`src/rtl/mem_access_unit.sv`:
```
// mem_access_unit: CPU load/store engine in front of a single-port 32-bit RAM.
// Loads read one word and extract/extend a byte, half or word. Word stores write
// directly. Byte/half stores do read-modify-write.
// Latency from acceptance to resp_valid is 2 cycles for loads and word stores,
// and 4 cycles for sub-word stores. A trapped misaligned access takes 1 cycle.
// Backpressure: req_ready is high only in IDLE, so one access is in flight at a
// time. The response cannot be stalled.
//
// Ports:
//   clk, rst                 clock, async active-high reset
//   req_valid/req_ready      request handshake
//   req_we/size/signed/addr/wdata   request fields (store data right-aligned)
//   resp_valid/rdata/err     one-cycle completion; rdata/err hold until the next response
//   ram_wren/address/write_data, ram_data   RAM port (read data valid the cycle after address sample)
//
// Optional feature: define MISALIGN_TRAP_EN to trap misaligned half/word accesses
// with resp_err instead of silently aligning them.

`ifndef RAM_ADDRESS_BITWIDTH
`define RAM_ADDRESS_BITWIDTH 16
`endif

module mem_access_unit #(
    parameter int ADDR_W = `RAM_ADDRESS_BITWIDTH
) (
    input  logic              clk,
    input  logic              rst,
    input  logic              req_valid,
    output logic              req_ready,
    input  logic              req_we,
    input  logic [1:0]        req_size,
    input  logic              req_signed,
    input  logic [ADDR_W-1:0] req_addr,
    input  logic [31:0]       req_wdata,
    output logic              resp_valid,
    output logic [31:0]       resp_rdata,
    output logic              resp_err,
    output logic              ram_wren,
    output logic [ADDR_W-1:0] ram_address,
    output logic [31:0]       ram_write_data,
    input  logic [31:0]       ram_data
);

    typedef enum logic [2:0] {IDLE, RD, MERGE, WR, RESP} state_t;

    state_t      state, state_nxt;

    logic        we_q;
    logic [1:0]  size_q;
    logic        sgn_q;
    logic [1:0]  lane_q;
    logic [31:0] wdata_q;
    logic        err_q;
    logic [31:0] rdata_hold;

    logic        accept;
    logic        misalign;
    logic        word_store;
    logic [7:0]  byte_sel;
    logic [15:0] half_sel;
    logic [31:0] load_ext;
    logic [31:0] resp_now_rdata;
    logic [31:0] merged;

    assign accept     = (state == IDLE) && req_valid;
    assign word_store = req_we && req_size[1];

`ifdef MISALIGN_TRAP_EN
    assign misalign = ((req_size == 2'b01) && req_addr[0]) ||
                      (req_size[1] && (req_addr[1:0] != 2'b00));
`else
    assign misalign = 1'b0;
`endif

    // Next-state logic and per-state strobes
    always_comb begin
        state_nxt = state;
        case (state)
            IDLE: begin
                if (req_valid) begin
                    if (misalign)        state_nxt = RESP;
                    else if (word_store) state_nxt = WR;
                    else                 state_nxt = RD;
                end
            end
            RD:      state_nxt = we_q ? MERGE : RESP;
            MERGE:   state_nxt = WR;
            WR:      state_nxt = RESP;
            RESP:    state_nxt = IDLE;
            default: state_nxt = IDLE;
        endcase
    end

    assign req_ready  = (state == IDLE);
    assign ram_wren   = (state == WR);
    assign resp_valid = (state == RESP);

    // Lane extraction. The RAM samples the address at the end of RD, so the read
    // word is on ram_data during the cycle after RD (RESP for loads, MERGE for RMW).
    always_comb begin
        byte_sel = 8'h00;
        case (lane_q)
            2'd0:    byte_sel = ram_data[7:0];
            2'd1:    byte_sel = ram_data[15:8];
            2'd2:    byte_sel = ram_data[23:16];
            default: byte_sel = ram_data[31:24];
        endcase
        half_sel = lane_q[1] ? ram_data[31:16] : ram_data[15:0];
        case (size_q)
            2'b00:   load_ext = {{24{sgn_q & byte_sel[7]}}, byte_sel};
            2'b01:   load_ext = {{16{sgn_q & half_sel[15]}}, half_sel};
            default: load_ext = ram_data;
        endcase
    end

    assign resp_now_rdata = (we_q || err_q) ? 32'h0 : load_ext;

    // Read data is live only during RESP, so the output shows the extracted
    // value directly then and the captured copy afterwards.
    assign resp_rdata = (state == RESP) ? resp_now_rdata : rdata_hold;

`ifdef MISALIGN_TRAP_EN
    logic err_hold;
    assign resp_err = (state == RESP) ? err_q : err_hold;
`else
    assign resp_err = 1'b0;
`endif

    // Sub-word store: overwrite only the addressed lane(s) of the read word
    always_comb begin
        merged = ram_data;
        if (size_q == 2'b00)
            merged[{lane_q, 3'b000} +: 8] = wdata_q[7:0];
        else
            merged[{lane_q[1], 4'b0000} +: 16] = wdata_q[15:0];
    end

    always_ff @(posedge clk or posedge rst) begin
        if (rst) begin
            state          <= IDLE;
            we_q           <= 1'b0;
            size_q         <= 2'b00;
            sgn_q          <= 1'b0;
            lane_q         <= 2'b00;
            wdata_q        <= 32'h0;
            err_q          <= 1'b0;
            rdata_hold     <= 32'h0;
            ram_address    <= '0;
            ram_write_data <= 32'h0;
        end else begin
            state <= state_nxt;
            if (accept) begin
                we_q        <= req_we;
                size_q      <= req_size;
                sgn_q       <= req_signed;
                lane_q      <= req_addr[1:0];
                wdata_q     <= req_wdata;
                err_q       <= misalign;
                ram_address <= {req_addr[ADDR_W-1:2], 2'b00};
                if (word_store && !misalign)
                    ram_write_data <= req_wdata;
            end
            if (state == MERGE)
                ram_write_data <= merged;
            if (state == RESP)
                rdata_hold <= resp_now_rdata;
        end
    end

`ifdef MISALIGN_TRAP_EN
    always_ff @(posedge clk or posedge rst) begin
        if (rst)                 err_hold <= 1'b0;
        else if (state == RESP)  err_hold <= err_q;
    end
`endif

endmodule
```
`config.mk`:
```
export PLATFORM = sky130hd
export DESIGN_NAME = mem_access_unit
export DESIGN_NICKNAME = d
export VERILOG_FILES = /design/src/rtl/mem_access_unit.sv
export SDC_FILE = /design/constraint.sdc
export NUM_CORES = 1
export LEC_CHECK = 0
export ABC_CLOCK_PERIOD_IN_PS = 5400
export BUFFER_PORTS_ARGS = -buffer_cell sky130_fd_sc_hd__buf_2
export CAP_MARGIN = 20
export CORE_MARGIN = 5
export CORE_UTILIZATION = 25
export CTS_BUF_LIST = sky130_fd_sc_hd__clkbuf_2 sky130_fd_sc_hd__clkbuf_4 sky130_fd_sc_hd__clkbuf_8
export CTS_CLUSTER_DIAMETER = 120
export DETAILED_ROUTE_END_ITERATION = 10
export GPL_TIMING_DRIVEN = 0
export PLACE_DENSITY = 0.43
export SLEW_MARGIN = 5
export SYNTH_ARGS = -nofsm -noshare
export SYNTH_HDL_FRONTEND = slang
export SYNTH_SLANG_ARGS = --single-unit
```
`constraint.sdc`:
```
create_clock -name clk -period 5.4 [get_ports clk]
set_input_delay 1.62 -clock clk [delete_from_list [all_inputs] [get_ports clk]]
set_output_delay 1.62 -clock clk [all_outputs]
set_load 0.03 [all_outputs]
```
==> summary.txt <==
STA
  • Clock skew: 0.01015 ns
  • Max Clock Freq: 206.3 MHz
  • Worst-Margin Slew: 0.8722 ns
  • Slew Viols, Final: 0
  • Min cycle time layout: 4.848 ns
  • RSZ-0062 raised after global routing: no
  • Hold slack final: 0.4978 ns
  • Tcrit/Tclk final: 89.79%
  • Total negative slack: 0 ns
  • Final hold vios: 0
  • Slew HR: 41.41%
  • Setup Viol. Count Final: 0

Detailed routing
  • WL final: 21110 um
  • Routed vias/inst: 5.181
  • Drt pass-1 iters: 6
  • Routed Antenna Nets: 0
  • DR WL/cell: 21.62 um
  • DRT iter0 DRCs: 398
  • DRC viols: 0
  • DR vias: 5057

Yosys
  • Synth warnings: 0
  • Post-synth top area share: 46.16%
  • Avg Inst Size Synth: 10.95 um2
  • Syn Inst Count: 510
  • Synth Cell Area: 5584 um2
  • Synth unique cells: 50
  • Number of enable flip-flop cells after synthesis: 0
  • Ys async rst share: 100.0%
  • Main synth FF type: dfrtp_1
  • Yosys reg bits: 103
  • Area leader, netlist: dfrtp_1
  • Synth area leaders: dfrtp_1 46%, mux2_2 11%, a221oi_1 6.4%
  • Sequential area share after synthesis: 46.16%

Job
  • Max capacitance violation total: 0

Cells and area
  • Area Growth Syn to Fin: 26.17%
  • # fillers: 2297
  • Design area: 7046 um2
  • Layout Nets: 783
  • Final Instance Count excl. Fillers: 976
  • Share of cells above drive strength 1: 41.67%
  • ANT cells: 0

Clock network
  • Clock tree buffer depth: 2
  • Hold buffers post-CTS: 0
  • CTS resizes: 0
  • Worst-path clk slew: 0.10 ns
  • Number of buffers created by CTS: 9
  • Clk Latency, worst-skew pair: 0.40 ns
  • H-tree depth: 3
  • Setup bufs post-CTS: 0
  • CTS tree: yes
  • Clock root cell: clkbuf_8
  • Clk sink count: 103

Critical path
  • Max Fanout on Critical Path: 10
  • Reg2Reg Depth: 9
  • RR Endpoint: rdata_hold[21]
  • Reg-to-reg slack, setup: 2.75 ns
  • R2R Path Start: lane_q[1]
  • Worst EP arrival: 3.23 ns
  • Crit Path Category: primary input to output pin
  • CP Launch Type: primary input
  • Critical path required time: 3.78 ns
  • CP endpoint kind: output pin

Min path
  • Hold endpoint: rdata_hold[9]
  • Hold Crit Start: rdata_hold[9]
  • Hold depth: 1
  • Hold Crit Class: register to register

GRT
  • M3 GR Usage: 5.436%
  • GRT busiest layer: met2
  • Met2 Usage GRT: 26.02%
  • Largest net degree at the start of global routing: 53
  • Global-route wire length before repair: 32280 um
  • Initial antenna violation count: 2
  • Aggregate global routing overflow: 0
  • Number of global-route vias before repair: 5225
  • GRT Overall Usage: 16.21%
  • Met1 Resource Use GR: 21.11%

Placement
  • Routability congestion estimate: 0.8604
  • Placed standard-cell area: 6808 um2
  • Placed insts: 960
  • Number of port buffers: 167
  • Post-DP HPWL: 16670 um

Floorplan
  • Initial Util: 25.51%
  • Die area: 25430 um2
  • FP Rows: 54
  • Core area: 21890 um2
  • Die span in x: 159.5 um
  • I/O pin cnt: 171
  • Die height: 159.5 um

Pwr
  • Total power: 4.791 mW
  • Pwr dens: 680.0 nW/um2
  • Worst vdd ir: 0.0002338 V
  • Leakage power: 3.286 nW

Status
  • Status: finished clean
## state kept, by name, indices dropped and copies added, names as in the netlist
register        cells
sgn_q               1
ram_address        14
state               3
ram_write_data     32
rdata_hold         32
lane_q              2
we_q                1
size_q              2
wdata_q            16
## cells by family (layout without fill, tap and decap cells)
kind of cell	count (synthesis)	after routing	share of synthesized area, %
adder cells (fa/ha/maj)	5	5	1.120
buffers and inverters	58	242	5.646
other	1	3	0.06715
AO/OA/AOI/OAI	178	178	24.36
multiplexers	72	72	14.16
flip-flops	103	103	46.16
AND/OR/NAND/NOR	93	93	8.492
## cells in the final DEF, fill, tap and decap left out, drive strengths merged, types with 4 or more instances in the layout
master / netlist / routed
inv: 13 / 15
mux2i: 16 / 16
o22ai: 16 / 16
nor2: 5 / 5
ha: 5 / 5
a22oi: 8 / 8
a221o: 17 / 17
nand2b: 10 / 10
mux2: 56 / 56
clkbuf: 15 / 26
nor3: 4 / 4
a32o: 8 / 8
o21ai: 37 / 37
a31oi: 16 / 16
nand2: 57 / 57
buf: 29 / 197
a21oi: 16 / 16
dfrtp: 103 / 103
a211oi: 6 / 6
a221oi: 41 / 41
## cell usage after synthesis, drive strengths merged (6+ instances only)
master,n
mux2i,16
a211oi,6
mux2,56
o22ai,16
a221oi,41
a22oi,8
inv,13
a21oi,16
a32o,8
a221o,17
o21ai,37
dfrtp,103
a31oi,16
buf,29
nand2b,10
clkbuf,15
nand2,57
## worst max-delay path, stage by stage
cell and delay, ns:
buf_2 0.17, a22o_1 0.22, o211ai_2 0.15, a211oi_4 0.41, buf_2 0.28, a221o_1 0.16, buf_2 0.20
## layer usage
layer	up-vias	part of all wire [%]
met3	25	8.5
met5	-	0.066
met2	218	47
li1	2312	-
met1	2498	43
met4	4	1.6
## worst max path at each step
stage	from	endpoint	slack, ns
4_1_cts	ram_data[15]	resp_rdata[28]	0.54
3_3_place_gp	rst	rdata_hold[25]	-0.25
6_report	ram_data[15]	resp_rdata[30]	0.55
2_1_floorplan	ram_data[15]	resp_rdata[21]	0.99
3_5_place_dp	ram_data[15]	resp_rdata[28]	0.54
5_1_grt	lane_q[1]	resp_rdata[28]	0.37
## cell type report
cell class	count	area (um2)	area share, %
Multi-Input combinational cell	351	2699	38.31
Sequential cell	103	2577	36.58
Tap cell	280	350.3	4.972
Inverter	14	55.05	0.7814
Timing Repair Buffer	168	863.3	12.25
Buffer	44	262.8	3.729
Clock buffer	11	151.4	2.149
Clock inverter	5	86.33	1.225
## through the flow
step | worst slack (ns) | utilization (%)
after detailed placement | 0.5443 | 31.10
after global placement | -0.2507 | 30.96
after global routing | 0.3698 | 32.18
after CTS | 0.5427 | 32.18
final | 0.5516 | 32.18
after floorplan | 0.9887 | -
## report_power, final
part	switching, mW	leakage [nW]	total (mW)	internal (mW)
sequential	0.289	1.27	1.44	1.15
clock	0.294	0.121	0.585	0.291
combinational	1.79	1.90	2.76	0.979
total	2.37	3.29	4.79	2.42
(Power assumes the default switching activity.)
